<file path="config.mk">
export PLATFORM = sky130hd
export DESIGN_NAME = priority_encoder32_5
export DESIGN_NICKNAME = d
export VERILOG_FILES = /design/src/rtl/encoder_pkg.sv /design/src/rtl/priority_enc32_5.sv /design/src/rtl/priority_encoder32_5.sv
export SDC_FILE = /design/constraint.sdc
export NUM_CORES = 1
export LEC_CHECK = 0
export BUFFER_PORTS_ARGS = -buffer_cell sky130_fd_sc_hd__clkbuf_2
export CORE_UTILIZATION = 30
export DETAILED_ROUTE_END_ITERATION = 7
export PLACE_DENSITY = 0.57
export SLEW_MARGIN = 10
export SYNTH_ARGS = -nofsm -noshare
export SYNTH_HDL_FRONTEND = slang
export SYNTH_SLANG_ARGS = --single-unit
</file>
<file path="constraint.sdc">
create_clock -name clk -period 2.9 [get_ports clk]
set_input_delay 0.145 -clock clk [delete_from_list [all_inputs] [get_ports clk]]
set_output_delay 0.145 -clock clk [all_outputs]
set_load 0.1 [all_outputs]
</file>
<file path="src/rtl/encoder_pkg.sv">
// Shared types and default sizes for the sequential 32-to-5 priority encoder.
package encoder_pkg;

  localparam int ENC_N     = 32;
  localparam int ENC_IDX_W = 5;

  typedef enum logic {
    IDLE  = 1'b0,
    DRAIN = 1'b1
  } state_t;

endpackage

</file>
<file path="src/rtl/priority_enc32_5.sv">
// Combinational priority select: index of the winning set bit, plus any-set and exactly-one-set flags.
// Define PRIORITY_ENCODER_MSB_FIRST_EN to make the highest set bit win instead of the lowest.
module priority_enc32_5
  import encoder_pkg::*;
#(
  parameter int N     = ENC_N,
  parameter int IDX_W = $clog2(N)
) (
  input  logic [N-1:0]     i_vec,
  output logic [IDX_W-1:0] o_idx,
  output logic             o_any,
  output logic             o_single
);

  logic [N-1:0] w_vec_minus1;

  assign w_vec_minus1 = i_vec - N'(1);
  assign o_any        = |i_vec;
  // Clearing the lowest set bit leaves zero only when a single bit was set.
  assign o_single     = o_any && ((i_vec & w_vec_minus1) == '0);

  always_comb begin
    o_idx = '0;
`ifdef PRIORITY_ENCODER_MSB_FIRST_EN
    for (int i = 0; i < N; i++) begin
      if (i_vec[i]) o_idx = IDX_W'(i);
    end
`else
    for (int i = N - 1; i >= 0; i--) begin
      if (i_vec[i]) o_idx = IDX_W'(i);
    end
`endif
  end

endmodule

</file>
<file path="src/rtl/priority_encoder32_5.sv">
// Sequential 32-to-5 encoder: accepts a request mask and emits one index per handshake.
// Emission order follows PRIORITY_ENCODER_MSB_FIRST_EN (undefined: ascending).
module priority_encoder32_5
  import encoder_pkg::*;
#(
  parameter int N     = ENC_N,
  parameter int IDX_W = $clog2(N)
) (
  input  logic             clk,
  input  logic             reset,
  input  logic             in_valid,
  output logic             in_ready,
  input  logic [N-1:0]     in_vec,
  output logic             out_valid,
  input  logic             out_ready,
  output logic [IDX_W-1:0] out_idx,
  output logic             out_last,
  output logic             busy
);

  state_t           r_state;
  state_t           w_state_next;
  logic [N-1:0]     r_pending;
  logic [N-1:0]     w_pending_next;
  logic [IDX_W-1:0] w_idx;
  logic             w_any;
  logic             w_single;
  logic [N-1:0]     w_clear_mask;

  priority_enc32_5 #(
    .N    (N),
    .IDX_W(IDX_W)
  ) u_enc (
    .i_vec   (r_pending),
    .o_idx   (w_idx),
    .o_any   (w_any),
    .o_single(w_single)
  );

  assign w_clear_mask = N'(1) << w_idx;

  always_ff @(posedge clk) begin
    if (reset) begin
      r_state   <= IDLE;
      r_pending <= '0;
    end else begin
      r_state   <= w_state_next;
      r_pending <= w_pending_next;
    end
  end

  always_comb begin
    w_state_next   = r_state;
    w_pending_next = r_pending;
    in_ready       = 1'b0;
    out_valid      = 1'b0;
    busy           = 1'b0;
    out_idx        = '0;
    out_last       = 1'b0;
    case (r_state)
      IDLE: begin
        in_ready = 1'b1;
        // An all-zero mask is accepted and simply dropped.
        if (in_valid && (in_vec != '0)) begin
          w_pending_next = in_vec;
          w_state_next   = DRAIN;
        end
      end
      DRAIN: begin
        out_valid = 1'b1;
        busy      = 1'b1;
        out_idx   = w_idx;
        out_last  = w_single;
        if (!w_any) begin
          w_state_next = IDLE;
        end else if (out_ready) begin
          w_pending_next = r_pending & ~w_clear_mask;
          if (w_single) w_state_next = IDLE;
        end
      end
      default: begin
        w_state_next   = IDLE;
        w_pending_next = '0;
      end
    endcase
  end

endmodule
</file>
== Word level (Yosys, flattened, before mapping) ==
Index checks and enable logic that the tools add are counted.
Word-level totals
  ROM bits: 0
  word-level logic and storage cells: 62
  input bits: 36
  memories: 0
  flip-flop bits (word level): 33
  bits in latches: 0
  bits in writable memories: 0
Operators by class
  $lt $le $gt $ge: 0
  bitwise logic cells: 4
  add/subtract/negate cells: 1
  eq/ne operators: 3
  $mul: 0
  shift-type cells: 1
  div/mod/pow operators: 0
  muxes and demuxes: 45
  reductions and logical operators: 6
Operators by type and width (number)
  2-to-1 mux 5 bit: 33
  2-to-1 mux 32 bit: 3
  AND 32 bit: 2
  one-hot mux 32 bit (2 select lines): 1
  logical NOT 32 bit: 1
  NOT 32 bit: 1
  nonzero test 32 bit: 1
  OR reduction 32 bit: 1
  << shifter 1 x 5 -> 32 bit (first input constant): 1
  subtractor 32 x 1 -> 32 bit (second input constant): 1
  2-to-1 mux 1 bit: 7
  != test 2 bit (second input constant): 2
  AND reduction 3 bit: 1
  logical AND 1 bit: 2
  != test 2 x 1 -> 1 bit (second input constant): 1
  one-hot mux 1 bit (2 select lines): 1
  NOT 1 bit: 1

== Depth between registers and ports, before layout ==
Gate-level depths: netlist of the first run.
  word-level depth: 38
  gate-level depth with buffers: 9

== By module ==
Synthesis of the first run repeated with hierarchy kept, for this count alone.
Unflattened totals
  cell total of the unflattened synthesis: 354
  area total of the unflattened synthesis: 2844.0 µm²
Modules (own cells, without submodules)
  priority_encoder32_5: instances 1, area an instance 2129.5 µm², sequential area each 660.6 µm², cells each 240
  priority_enc32_5: instances 1, area an instance 714.4 µm², sequential area each 0.0 µm², cells each 114

== Worst setup path after synthesis of the first run ==
No wires, ideal clock.
  path kind: flip-flop to output port
  start: register r_state
  end: output out_idx[3]
  required time: 2.755 ns
  path buffers: 2
  cell stages (with the launch flop): 5
  arrival: 4.456 ns
  path slack: -1.701 ns
  cell sequence: dfxtp_1 > clkbuf_1 > inv_1 > clkbuf_1 > a211oi_1
On the way
  longest elaborated chain between the ends: 1
Ends and longest elaborated chain
  start: declaration: RTL line priority_encoder32_5.sv:21  | state_t r_state;
  start signal: assignment: RTL line priority_encoder32_5.sv:47  | r_state <= w_state_next;
  2-to-1 mux 5 bit: RTL line priority_encoder32_5.sv:60  | case (r_state)
  end: declaration: RTL line priority_encoder32_5.sv:16  | output logic [IDX_W-1:0] out_idx,
Every way passes these cells.

== Final worst setup path of the first run ==
  start: register r_pending[2]
  end: output out_last
On the way
  longest elaborated chain between the ends: 5
  elaborated cells on any way between the ends: 6
  classes of those cells: add/sub: 1; mux: 1; bitwise: 1; reduce/logical: 3
Ends and longest elaborated chain
  start: declaration: RTL line priority_encoder32_5.sv:23  | logic [N-1:0] r_pending;
  start signal: assignment: RTL line priority_encoder32_5.sv:48  | r_pending <= w_pending_next;
  subtractor 32 x 1 -> 32 bit: RTL line priority_enc32_5.sv:17  | assign w_vec_minus1 = i_vec - N'(1);
  AND 32 bit: RTL line priority_enc32_5.sv:20  | assign o_single = o_any && ((i_vec & w_vec_minus1) == '0);
  logical NOT 32 bit: RTL line priority_enc32_5.sv:20
  logical AND 1 bit *: RTL line priority_enc32_5.sv:20
  2-to-1 mux 1 bit *: RTL line priority_encoder32_5.sv:60
  end: declaration: RTL line priority_encoder32_5.sv:17  | output logic out_last,
Every way passes the cells marked *; elsewhere a longest branch is shown, timed or not.

==> impl_metrics.yaml, run 1 <==
status:
  status: "complete, but fails checks"
  violations: "negative setup slack"
placed_design:
  place_area_sq_mm: 0.00306
  dp_slack_ps: 74.2
  placed_cells: 500
  dp_hpwl_mm: 7.46
  gp_congestion: 0.923
  io_buffers: 44
sta:
  post-route-min-period_ps: 2910
  timing.final.crit_share_pct: 100
  timing.hold.ws_ps: 113
  finalHoldViolCount: 0
  skew_ps: 8.84
  fmax_mhz: 343
  slew_headroom_pct: 49.9
  finalSetupTns_ps: -12.9
  setup_violations: 1
  fin_ws_ps: -12.9
  rsz0062_at_grt: "true"
  tightest_slew_ps: 752
  slew_viol_final: 0
global_route:
  grt_pass1_wl_mm: 15.8
  overflow: 0
  grt_max_degree: 49
  grt_pass1_vias: 2905
  antenna_found_initial: 0
  track_usage_pct: 23.5
logic_synthesis:
  synth_cell_types: 51
  synth_top_area_share_pct: 26.0
  synth_edf_count: 0
  syn-num-nets: 387
  avgSynthCellArea_sq_um: 7.23
  synth-seq-area-share_pct: 26.0
  synth_area_leaders: "dfxtp_1, a21oi_1, nand2_1"
  syn-instance-count: 351
  yosys_warnings: 0
  synthFlopType: "dfxtp_1"
  syn_area_sq_mm: 0.00254
  synth-seq-cells: 33
  synth-async-reset-ratio_pct: 0
  yosys.area.top_type: "dfxtp_1"
detailed_routing:
  first_iter_violations: 364
  wl_per_cell_um: 19.7
  antenna_left: 0
  drc_errors: 0
  wl_mm: 10.1
  route.vias.total: 3142
  drtPass1Iterations: 5
  avgViaCountPerCell: 6.16
finish:
  drive_gt1_share_pct: 28.4
  diodes: 0
  n_fill_cell: 848
  fin_nets: 440
  stdcell_count: 510
  design_area_sq_mm: 0.00325
  final_core_util_pct: 39.6
  syn2layout_area_growth_pct: 28.1
clock_network:
  clk_pin_slew_ps: 80
  insertion_delay_ps: 290
  root_buffer: "clkbuf_8"
  h-tree-depth: 2
  tritoncts: "yes"
  hold_buffers: 0
  cts_made_buffers: 5
  clockBufferDepth: 2
  cts_num_sinks: 33
worst_setup_path:
  worstPathArrival_ps: 2770
  critPathRequiredTime_ps: 2760
  cp-start-kind: "flop"
  critPathKind: "flop to output pin"
  timing.rr.start: "r_pending[10]$_SDFFE_PP0P_"
  path_max_fanout: 11
  end_kind: "output pin"
  startpoint: "r_pending[2]$_SDFFE_PP0P_"
floorplanning:
  io-pin-count: 45
  row_count: 33
  die_w_um: 94.0
  die_h_um: 94.0
  initial_core_util_pct: 30.9
  die-area_sq_mm: 0.00883
  core_sq_mm: 0.00822
hold_path:
  min_path_type: "input port to flop"
  hp-start: "in_vec[0]"
flow_run:
  drv_cap: 0
pwr:
  peakVddDrop_mv: 0.398
  leakagePower_nw: 1.21
  finalPower_mw: 1.94
  powerDensity_mw_per_mm2: 598
timing repair:
| item | in CTS | in global routing |
|---|---|---|
| buffers inserted | 1 | 1 |
| endpoints found under the setup margin | 1 | 1 |
| pin swaps | 4 | 10 |
| gates resized for setup | 5 | 13 |
cells in the final DEF (no fill, tap or decap), types with 6 or more instances in the layout:
master,n
o21ai_0,20
nand2b_1,6
a211oi_1,9
dfxtp_2,6
buf_4,34
clkbuf_2,41
nand2_1,40
nor3_1,8
a311oi_1,15
mux2i_1,6
dfxtp_1,27
a21oi_1,35
nor2_1,23
nor4_1,21
o22ai_1,6
nand3_1,15
cell usage after synthesis (6+ instances only):
cell / count
nor2_1: 25
o21ai_0: 20
a211oi_1: 10
nand2b_1: 6
a311oi_1: 15
a21oi_1: 35
nor4_1: 24
nand2_1: 40
dfxtp_1: 33
o22ai_1: 7
clkbuf_1: 25
nor3_1: 9
mux2i_1: 6
nand3_1: 16
cell type report:
cell class / count / area [sq um] / area share (%)
clock buffers: 5 / 68.8 / 2.12
clock inverters: 3 / 17.5 / 0.539
inverters: 5 / 18.8 / 0.577
multi-input cells: 282 / 1850 / 56.8
flip-flops and latches: 33 / 668 / 20.6
well taps: 105 / 131 / 4.04
repair buffers: 77 / 500 / 15.4
registers in the layout (all words and copies together) (netlist names):
signal     count
r_pending     32
r_state        1
worst max-delay path, cell delays in order, from the launching register on:
cell	delay [ps]
dfxtp_1	430
nor4_4	310
and4_4	300
nand2_1	100
o21ai_0	340
nand3_2	170
a2111oi_4	310
nor4b_4	300
buf_12	210
metal layers:
metal  vias up  track usage (%)  share of wire (%)
met1      1490             33.5                 44
met3        18             4.77                8.7
met5         -                0                  0
met4         0             6.92                2.0
met2       171             35.3                 45
li1       1463                -                  -
worst paths after layout:
kind,endpoint,slack (ps),cells after the start
worst max register to register,r_pending[25]$_SDFFE_PP0P_,350,7
worst min-delay path,r_pending[0]$_SDFFE_PP0P_,110,3
worst min register to register,r_pending[0]$_SDFFE_PP0P_,540,2
worst max-delay path,out_last,-10,8
cell families after synthesis:
logic type	share of synthesized area (%)
and+or+nand+nor	31.4
buffers and inverters	6.26
DFF	26.0
muxes	2.37
AOI/OAI and AO/OA	33.9
report_power, final:
group / internal, mW / switching [mW]
Clock: 0.166 / 0.189
Combinational: 0.377 / 0.640
Sequential: 0.494 / 0.0764
Power figures use the tool's default switching activity.
==> inputs of run 2 (changes only) <==
--- a/config.mk
+++ b/config.mk
@@ -10,3 +10,3 @@
 export DETAILED_ROUTE_END_ITERATION = 7
-export PLACE_DENSITY = 0.57
+export PLACE_DENSITY = 0.59
 export SLEW_MARGIN = 10
==> constraint.sdc (replaced) <==
create_clock -name clk -period 2.6 [get_ports clk]
set_input_delay 0.13 -clock clk [delete_from_list [all_inputs] [get_ports clk]]
set_output_delay 0.13 -clock clk [all_outputs]
set_load 0.005 [all_outputs]
==> impl_metrics.yaml, run 2 (synthesis results as in run 1) <==
finish:
  largest_reg_flops: 32
  diodes: 0
  design_area_sq_mm: 0.00332
  n_fill_cell: 836
  final_cell_mix: "buf_4, clkbuf_2, nand2_1"
  biggestRegsByFlops: "r_pending x32, r_state x1"
  drive_gt1_share_pct: 30.4
  regMostFlops: "r_pending"
  syn2layout_area_growth_pct: 30.7
  fin_nets: 454
  stdcell_count: 523
  final_common_cell: "buf_4"
global_route:
  overflow: 0
  grt_pass1_wl_mm: 15.9
  track_usage_pct: 23.4
  antenna_found_initial: 0
  grt_pass1_vias: 2916
  grt_max_degree: 49
floorplanning:
  core_sq_mm: 0.00822
  row_count: 33
  die-area_sq_mm: 0.00883
  die_h_um: 94.0
  initial_core_util_pct: 30.9
  io-pin-count: 45
  die_w_um: 94.0
sta:
  timing.final.crit_share_pct: 100
  tightest_slew_ps: 780
  slew_headroom_pct: 48.0
  fmax_mhz: 383
  rsz0062_at_grt: "true"
  fin_ws_ps: -10.1
  post-route-min-period_ps: 2610
  slew_viol_final: 0
  skew_ps: 3.28
  setup_violations: 1
  finalHoldViolCount: 0
detailed_routing:
  first_iter_violations: 246
  wl_mm: 10.1
  drtPass1Iterations: 5
  wl_per_cell_um: 19.2
  route.vias.total: 3194
  drc_errors: 0
  avgViaCountPerCell: 6.11
  antenna_left: 0
worst_setup_path:
  critPathRequiredTime_ps: 2470
  worstPathArrival_ps: 2480
  cp-start-kind: "flop"
  critPathKind: "flop to output pin"
  path_max_fanout: 4
  end_kind: "output pin"
pwr:
  leakagePower_nw: 1.28
  peakVddDrop_mv: 0.285
  finalPower_mw: 2.06
  powerDensity_mw_per_mm2: 621
clock_network:
  cts_made_buffers: 5
  clockBufferDepth: 2
  cts_num_sinks: 33
  tritoncts: "yes"
  clk_pin_slew_ps: 70
  root_buffer: "clkbuf_8"
  h-tree-depth: 2
  insertion_delay_ps: 290
status:
  status: "complete, but fails checks"
  violations: "negative setup slack"
placed_design:
  dp_hpwl_mm: 7.69
  gp_congestion: 0.921
  place_area_sq_mm: 0.00307
  placed_cells: 512
  io_buffers: 44
flow_run:
  drv_cap: 0
hold_path:
  min_path_type: "input port to flop"
## run 2: worst paths after layout
path | slack (ps) | to | start | depth (start not counted)
max | -10 | out_last | r_pending[21]$_SDFFE_PP0P_ | 8
min | 110 | r_pending[27]$_SDFFE_PP0P_ | in_vec[27] | 3
max reg2reg | 10 | r_pending[7]$_SDFFE_PP0P_ | r_pending[21]$_SDFFE_PP0P_ | 9
min reg2reg | 570 | r_pending[13]$_SDFFE_PP0P_ | r_pending[13]$_SDFFE_PP0P_ | 2
## run 2: routing by layer
metal	vias up	wire length (um)	global-route usage, %	part of all wire, %
li1	1490	-	-	-
met4	0	238	8.33	2.4
met5	-	0	0	0
met1	1508	4570	32.9	45
met2	173	4490	36.1	45
met3	23	752	3.16	7.5
## run 2: where the power goes
group	leakage (nW)	switching, mW	internal (mW)	total (mW)
Combinational	0.964	0.604	0.435	1.04
Clock	0.0443	0.195	0.210	0.405
Sequential	0.272	0.0632	0.551	0.614
Total	1.28	0.862	1.20	2.06
## run 2: metrics by stage
stage,worst slack [ps],utilization [%],TNS (ps),hold WS [ps]
3_3_place_gp,106,37.4,0,405
5_1_grt,-109,40.4,-494,124
3_5_place_dp,75.1,37.4,0,411
2_1_floorplan,195,-,0,280
4_1_cts,-22.8,39.2,-22.8,108
6_report,-10.1,40.4,-10.1,108
## run 2: final cells by class
type / instances / area, sq um / share of cell area [%]
inverters: 5 / 18.8 / 0.566
clock buffers: 7 / 86.3 / 2.60
well taps: 105 / 131 / 3.96
multi-input cells: 282 / 1840 / 55.5
repair buffers: 91 / 573 / 17.3
flip-flops and latches: 33 / 664 / 20.0
## run 2: worst max-delay path, cell delays in order (launching register included)
cell and delay (ps):
dfxtp_1 310, or4_4 580, nor4b_4 240, buf_4 170, nand3_4 90, o31ai_4 260
nand4_1 140, nor4b_2 240, buf_2 150
## run 2: repair_timing
action | in CTS | in global routing
pin swaps | 7 | 10
hold buffers | 0 | 0
gates resized for setup | 11 | 19
endpoints found under the setup margin | 1 | 20
buffers inserted | 2 | 2
